`src/rtl/mod461_horner_reducer.sv`:
```
`default_nettype none
// ============================================================================
// Module   : mod461_horner_reducer
// Purpose  : Streams a base-64 operand MSB-first and returns it modulo 461,
//            with a valid/ready handshake on both digit and result sides.
//            Define MOD461_FRAMECHK_EN to enable 67-digit frame checking.
// Revision : 1.0 - initial release
// ============================================================================
module mod461_horner_reducer (
    input  logic       clk,
    input  logic       rst_n,
    input  logic [5:0] digit,
    input  logic       digit_valid,
    input  logic       digit_last,
    output logic       digit_ready,
    output logic [8:0] res,
    output logic       res_valid,
    output logic       res_err,
    input  logic       res_ready
);

    localparam logic [1:0]  S_IDLE      = 2'd0;
    localparam logic [1:0]  S_ACCUM     = 2'd1;
    localparam logic [1:0]  S_DONE      = 2'd2;
    localparam logic [14:0] C_MOD       = 15'd461;
    localparam logic [6:0]  C_FRAME_LEN = 7'd67;

    logic [1:0]  r_state;
    logic [8:0]  r_acc;
    logic [8:0]  r_res;
    logic        r_live;
    logic        w_take;
    logic        w_end;
    logic [8:0]  w_base;
    logic [14:0] w_wide;
    logic [14:0] w_red;
    logic [8:0]  w_acc_next;

    // r_live holds digit_ready low until the first edge after reset release.
    assign digit_ready = r_live && (r_state != S_DONE);
    assign res_valid   = (r_state == S_DONE);
    assign res         = r_res;
    assign w_take      = digit_valid && digit_ready;

    // A frame always starts from zero, so IDLE ignores any stale accumulator.
    assign w_base = (r_state == S_IDLE) ? 9'd0 : r_acc;
    assign w_wide = {w_base, digit};

    // acc*64+d < 461*64, so six conditional subtractions of 461<<k leave it in 0..460.
    always_comb begin
        w_red = w_wide;
        for (int k = 5; k >= 0; k--) begin
            if (w_red >= (C_MOD << k)) begin
                w_red = w_red - (C_MOD << k);
            end
        end
        w_acc_next = w_red[8:0];
    end

`ifdef MOD461_FRAMECHK_EN
    logic [6:0] r_cnt;
    logic [6:0] w_cnt_next;
    logic       w_err;
    logic       r_res_err;

    assign w_cnt_next = (r_state == S_IDLE) ? 7'd1 : (r_cnt + 7'd1);
    // The 67th digit closes the frame even without digit_last, flagged as an error.
    assign w_end      = digit_last || (w_cnt_next == C_FRAME_LEN);
    assign w_err      = (w_cnt_next != C_FRAME_LEN) || !digit_last;
    assign res_err    = r_res_err;

    always_ff @(posedge clk or negedge rst_n) begin
        if (!rst_n) begin
            r_cnt     <= 7'd0;
            r_res_err <= 1'b0;
        end else if (w_take) begin
            r_cnt <= w_cnt_next;
            if (w_end) begin
                r_res_err <= w_err;
            end
        end
    end
`else
    assign w_end   = digit_last;
    assign res_err = 1'b0;
`endif

    always_ff @(posedge clk or negedge rst_n) begin
        if (!rst_n) begin
            r_state <= S_IDLE;
            r_acc   <= 9'd0;
            r_res   <= 9'd0;
            r_live  <= 1'b0;
        end else begin
            r_live <= 1'b1;
            case (r_state)
                S_IDLE, S_ACCUM: begin
                    if (w_take) begin
                        r_acc <= w_acc_next;
                        if (w_end) begin
                            r_res   <= w_acc_next;
                            r_state <= S_DONE;
                        end else begin
                            r_state <= S_ACCUM;
                        end
                    end
                end
                S_DONE: begin
                    if (res_ready) begin
                        r_state <= S_IDLE;
                    end
                end
                default: r_state <= S_IDLE;
            endcase
        end
    end

endmodule
`default_nettype wire

```
`config.mk`:
```
export PLATFORM = sky130hd
export DESIGN_NAME = mod461_horner_reducer
export DESIGN_NICKNAME = d
export VERILOG_FILES = /design/src/rtl/mod461_horner_reducer.sv
export SDC_FILE = /design/constraint.sdc
export NUM_CORES = 1
export LEC_CHECK = 0
export ABC_CLOCK_PERIOD_IN_PS = 10380
export BUFFER_PORTS_ARGS = -buffer_cell sky130_fd_sc_hd__buf_2
export CAP_MARGIN = 20
export CORE_MARGIN = 2
export CORE_UTILIZATION = 45
export CTS_BUF_LIST = sky130_fd_sc_hd__clkbuf_16
export DETAILED_ROUTE_END_ITERATION = 8
export PLACE_DENSITY = 0.62
export SLEW_MARGIN = 15
export SYNTH_ARGS = -nofsm -noshare
export SYNTH_HDL_FRONTEND = slang
export SYNTH_SLANG_ARGS = --single-unit
```
`constraint.sdc`:
```
create_clock -name clk -period 10.38 [get_ports clk]
set_input_delay 1.038 -clock clk [delete_from_list [all_inputs] [get_ports clk]]
set_output_delay 1.038 -clock clk [all_outputs]
set_load 0.02 [all_outputs]
```
# Word-level counts from Yosys, hierarchy flattened
# Cells that the tools add are included.
[word_totals] mem_count=0 inputBits=11 mem_bits_rw=0 latch_bits=0 mem_bits_ro=0 regBits=21 out_inout_bits=12
[op_classes] n_mux=11 order_cmp=6 n_addsub=6 eq_ne=5 n_bitwise=0 n_div=0 reduce_logical=7 shift=0 n_mul=0
[op_table] op="two-way mux 15 bit" count=5
[op_table] op="two-way mux 9 bit" count=2
[op_table] op=">= comparator 15 x 10 -> 1 bit, second input constant" count=1
[op_table] op=">= comparator 15 x 11 -> 1 bit, second input constant" count=1
[op_table] op=">= comparator 15 x 12 -> 1 bit, second input constant" count=1
[op_table] op=">= comparator 15 x 13 -> 1 bit, second input constant" count=1
[op_table] op=">= comparator 15 x 14 -> 1 bit, second input constant" count=1
[op_table] op=">= comparator 15 x 9 -> 1 bit, second input constant" count=1
[op_table] op="subtractor 15 x 10 -> 15 bit, second input constant" count=1
[op_table] op="subtractor 15 x 11 -> 15 bit, second input constant" count=1
[op_table] op="subtractor 15 x 12 -> 15 bit, second input constant" count=1
[op_table] op="subtractor 15 x 13 -> 15 bit, second input constant" count=1
[op_table] op="subtractor 15 x 14 -> 15 bit, second input constant" count=1
[op_table] op="subtractor 9 bit, second input constant" count=1
[op_table] op="two-way mux 2 bit" count=3
[op_table] op="inequality test 2 bit, second input constant" count=2
[op_table] op="one-hot mux 2 bit (2 select lines)" count=1
[op_table] op="AND reduction 2 bit" count=2
[op_table] op="AND reduction 3 bit" count=1
[op_table] op="== test 2 x 1 -> 1 bit, second input constant" count=1
[op_table] op="== test 2 bit, second input constant" count=1
[op_table] op="logical AND 1 bit" count=2
[op_table] op="zero test 2 bit" count=1
[op_table] op="inequality test 2 x 1 -> 1 bit, second input constant" count=1
[op_table] op="OR reduction 2 bit" count=1

# Logic depth before layout (Yosys ltp)
[depth] ltp_word=14 mapped_depth=32 ltp_nobuf=25

# Least setup slack after synthesis
# OpenSTA, ideal clock, no wires.
[synth_path] kind="input-to-reg" start="input digit[5]" end="register r_acc[5]" arrival_ns=7.300 slack_ns=2.993 required_ns=10.293 setup_time_ns=0.087 path_stages=27 path_cell_list="inv_1 -> ha_1 -> buf_4 -> and3b_1 -> buf_2 -> or4_1 -> o211ai_1 -> o2bb2ai_4 -> a21boi_2 -> mux2i_1 -> or3_1 -> buf_2 -> nand3_2 -> mux2i_2 -> nand3_1 -> o21ai_1 -> xnor2_1 -> ha_1 -> a221oi_1 -> or4_4 -> buf_6 -> o21ai_4 -> and3b_1 -> or4_1 -> a311o_1 -> or3_1 -> o211ai_1"
[synth_between] elab_chain_len=12 word_cells_on_any_way=18 cone_classes="6 x add/sub; 6 x order compare; 6 x mux"
[synth_lines] item="from (decl)" line="12" text="input logic [5:0] digit,"
[synth_lines] item="subtractor 15 x 14 -> 15 bit or >= comparator 15 x 14 -> 1 bit (tied branches)" line="54, 53"
[synth_lines] item="two-way mux 15 bit (*)" line="53" text="if (w_red >= (C_MOD << k)) begin"
[synth_lines] item="subtractor 15 x 13 -> 15 bit or >= comparator 15 x 13 -> 1 bit (tied branches)" line="54, 53"
[synth_lines] item="two-way mux 15 bit (*)" line="53"
[synth_lines] item="subtractor 15 x 12 -> 15 bit or >= comparator 15 x 12 -> 1 bit (tied branches)" line="54, 53"
[synth_lines] item="two-way mux 15 bit (*)" line="53"
[synth_lines] item="subtractor 15 x 11 -> 15 bit or >= comparator 15 x 11 -> 1 bit (tied branches)" line="54, 53"
[synth_lines] item="two-way mux 15 bit (*)" line="53"
[synth_lines] item="subtractor 15 x 10 -> 15 bit or >= comparator 15 x 10 -> 1 bit (tied branches)" line="54, 53"
[synth_lines] item="two-way mux 15 bit (*)" line="53"
[synth_lines] item=">= comparator 15 x 9 -> 1 bit or subtractor 9 bit (tied branches)" line="53, 54"
[synth_lines] item="two-way mux 9 bit (*)" line="53"
[synth_lines] item="to (signal assigned)" line="99" text="r_acc <= w_acc_next;"
[synth_lines] item="to (decl)" line="29" text="logic [8:0] r_acc;"
# Mark *: on every way between the ends. The rest lies on a longest branch, timed or not.
# A chain may end at the register's enable or synchronous reset.

# Worst setup path after layout
[layout_path] start="register r_state[1]" end="register r_res[5], in the netlist res[5]"
[layout_between] elab_chain_len=14 word_cells_on_any_way=26 cone_classes="6 x add/sub; 6 x order compare; 2 x eq/ne; 7 x mux; 5 x reduce/logical"
[layout_lines] item="from (decl)" line="28" text="logic [1:0] r_state;"
[layout_lines] item="from (signal assigned)" line="90" text="r_state <= S_IDLE;"
[layout_lines] item="from (signal assigned)" line="102" text="r_state <= S_DONE;"
[layout_lines] item="from (signal assigned)" line="104" text="r_state <= S_ACCUM;"
[layout_lines] item="zero test 2 bit" line="46, 96"
[layout_lines] item="two-way mux 9 bit" line="46" text="assign w_base = (r_state == S_IDLE) ? 9'd0 : r_acc;"
[layout_lines] item="subtractor 15 x 14 -> 15 bit or >= comparator 15 x 14 -> 1 bit (tied branches)" line="54, 53"
[layout_lines] item="two-way mux 15 bit" line="53"
[layout_lines] item="subtractor 15 x 13 -> 15 bit or >= comparator 15 x 13 -> 1 bit (tied branches)" line="54, 53"
[layout_lines] item="two-way mux 15 bit" line="53"
[layout_lines] item="subtractor 15 x 12 -> 15 bit or >= comparator 15 x 12 -> 1 bit (tied branches)" line="54, 53"
[layout_lines] item="two-way mux 15 bit" line="53"
[layout_lines] item="subtractor 15 x 11 -> 15 bit or >= comparator 15 x 11 -> 1 bit (tied branches)" line="54, 53"
[layout_lines] item="two-way mux 15 bit" line="53"
[layout_lines] item="subtractor 15 x 10 -> 15 bit or >= comparator 15 x 10 -> 1 bit (tied branches)" line="54, 53"
[layout_lines] item="two-way mux 15 bit" line="53"
[layout_lines] item=">= comparator 15 x 9 -> 1 bit or subtractor 9 bit (tied branches)" line="53, 54"
[layout_lines] item="two-way mux 9 bit" line="53"
[layout_lines] item="to (signal assigned)" line="101" text="r_res <= w_acc_next;"
[layout_lines] item="to (decl)" line="30" text="logic [8:0] r_res;"
# Several ways; a longest one is shown, not always the timed one.

==> summary.txt <==
GRT
  – Initial antenna violation count: 0
  – Overall routing resource usage: 0.2378
  – Global-route wire length before repair: 19,170 um
  – Final global-route overflow total: 0
  – Largest net degree at the start of global routing: 26
  – Vias in the first global route: 3,854

Timing
  – Final setup vio count: 0
  – Tightest Pin Transition: 0.8141 ns
  – Final hold slack: around 0.48 ns
  – Min Tclk post-route: 8.614 ns
  – Final Hold Vio Count: 0
  – Worst slew margin: 0.4540
  – Fmax: 116.1 MHz
  – RSZ-0062 raised after global routing: no
  – Setup TNS: 0 ns
  – Tcrit/Tclk final: 0.8298
  – Worst Skew: between 0.001 and 0.0015 ns
  – Slew Viols, Final: 0

Clocking
  – Clock tree from TritonCTS: done
  – Clock Sinks: 21
  – CTS Hold Buffers Added: 0
  – CTS max path bufs: 2
  – # resized after CTS: 0
  – H-tree depth: 1
  – TritonCTS buffer count: 3
  – Worst-path clk slew: around 0.060 ns
  – Worst skew pair latency: between 0.2 and 0.3 ns
  – CTS root buf: clkbuf_16
  – Setup repair bufs after CTS: 0

Placement
  – Port bufs: 21
  – DP HPWL: approximately 9000 um
  – RePlAce Congestion: just under 1

Synthesis
  – Synth top area share: 0.1354
  – Syn avg cell area: around 7.3 um2
  – Post-Syn Area: between 3000 and 4000 um2
  – Synth Flop Type: dfrtp_1
  – Cell with the most instances after synthesis: nor2_1
  – Area contributors post-synth: dfrtp_1 (14%), nor2_1 (5.1%), xnor2_1 (5.0%), nand2_1 (4.6%), o21ai_0 (4.5%)
  – FFs w/ async S/R, synth: 1.000
  – Syn Inst Count: 532
  – EDFF count, synth: 0
  – Mapped Nets: 545
  – Yosys reg bits: 21
  – Post-synth top cells: nor2_1 (53), nand2_1 (48), o21ai_0 (35)
  – Synth unique cells: 97
  – Yosys warns: 0
  – Leading area contributor after synthesis: dfrtp_1
  – Seq/Total Area, Yosys: 0.1354

Final layout
  – Final Util: 0.4876
  – ANT cells: 0
  – Fraction of layout cells with a size suffix above 1: 0.1477
  – Area Overhead vs Synth: 4.289%
  – Nets: about 540
  – Fillers: about 800

Detailed routing
  – Final wirelength: between 10,000 and 15,000 um
  – Avg WL per Cell: 18.34 um
  – Vias: roughly 4,200
  – Routed vias/inst: ~6.7
  – DRT iter0 DRCs: roughly 390
  – Router iterations before antenna repair: 5
  – Post-route ant nets: 0
  – DRC violations left: 0

Critical path
  – Critical path startpoint category: register
  – Setup CP Type: reg2reg
  – Slowest stage delay, CP: ~0.66 ns
  – Crit path max fanout: 14
  – R2R depth: 26
  – CP startpoint: r_state[1]
  – Worst r2r src: r_state[1]
  – CP Data Required Time: between 10 and 15 ns
  – Nature of the critical path endpoint: register
  – Worst EP arrival: 8.78 ns
  – Crit path max-delay cell type: or4_1

Flow run
  – Max_cap viols: 0

Floorplan
  – Cell Rows: 33
  – Die Width: 96.86 um
  – Die H: about 97 um
  – # IOs: 23
  – Initial core utilization: 0.4675
  – Core area: around 8300 um2
  – Die area: between 9000 and 10,000 um2

Worst hold path
  – Hold Path Class: reg2reg
  – Hold Path Depth: 2
  – Min-Delay Startpoint: res[6]

Outcome
  – Status: finished clean
-- final cells by class --
| class | instances | area [um2] | share of cell area |
|---|---|---|---|
| sequential | 21 | 525.5 | 0.1299 |
| multi-input combinational | 468 | 3137 | 0.7752 |
| tap | 105 | 131.4 | 0.03247 |
| clock buffer | 3 | 75.07 | 0.01855 |
| timing repair buffer | 25 | 135.1 | 0.03340 |
| inverter | 10 | 37.54 | 0.009276 |
| clock inverter | 1 | 5.005 | 0.001237 |
-- flip-flops by register name (all words and copies together) (netlist names) --
| name | count |
|---|---|
| r_acc | 9 |
| res | 9 |
| r_state | 2 |
| r_live | 1 |
-- stage by stage --
step,instances,area (um2),setup slack (ns)
2_1_floorplan,532,3880,2.993
3_3_place_gp,629,3966,1.915
3_5_place_dp,629,3966,1.731
4_1_cts,633,4046,1.853
5_1_grt,633,4046,1.128
6_report,633,4046,1.766
-- metal layers --
metal / wire, um / GRT usage
met3: 692 / 0.01806
met5: 0 / 0
met1: 5242 / 0.3316
met4: 179 / 0.05417
met2: 5493 / 0.4012
-- critical path, delay by kind of cell, from the launching register on --
family | cells | cell delay, ns
AO/OA/AOI/OAI | 8 | 1.98
XOR/XNOR | 1 | 0.25
adder cells (fa/ha/maj) | 2 | 0.67
buffers and inverters | 2 | 0.32
flip-flops | 1 | 0.42
multiplexers | 2 | 0.88
AND/OR/NAND/NOR | 11 | 4.00
-- worst paths after layout --
check	to	slack (ns)
worst max-delay path	res[5]	1.77
worst min-delay path	res[6]	0.48
max in group asynchronous	r_live	9.32
worst min register to register	res[6]	0.48
worst max register to register	res[5]	1.77
min in group asynchronous	res[3]	0.73
-- cells in the final DEF (no fill, tap or decap), drive strengths merged, types with 4 or more instances in the layout --
cell type	n
nand3b	4
nand2b	5
o21ai	45
nor2	54
or3	9
nand4	4
or4	5
nor2b	4
a21boi	6
o31ai	13
a21oi	30
a31o	4
nor4	10
mux2	9
inv	9
o2111ai	7
nand2	49
and2	9
and3	8
o21a	7
mux2i	9
nand3	15
xnor2	22
o22ai	7
a211oi	12
o211ai	13
dfrtp	21
or2	12
xor2	4
buf	25
a31oi	12
nor3	17
-- cells by family after synthesis --
family          Yosys count  synth area share
compound gates          205            0.3928
fa+ha+maj                 3          0.009028
mux                      18           0.05127
other cells               2          0.001936
flops                    21            0.1354
buf+inv                  43           0.05611
simple gates            213            0.2889
xor+xnor                 27           0.06449
Power is left out: the tool's default activity adds up to more than one toggle a clock period on the data nets, which glitch-free logic cannot reach.
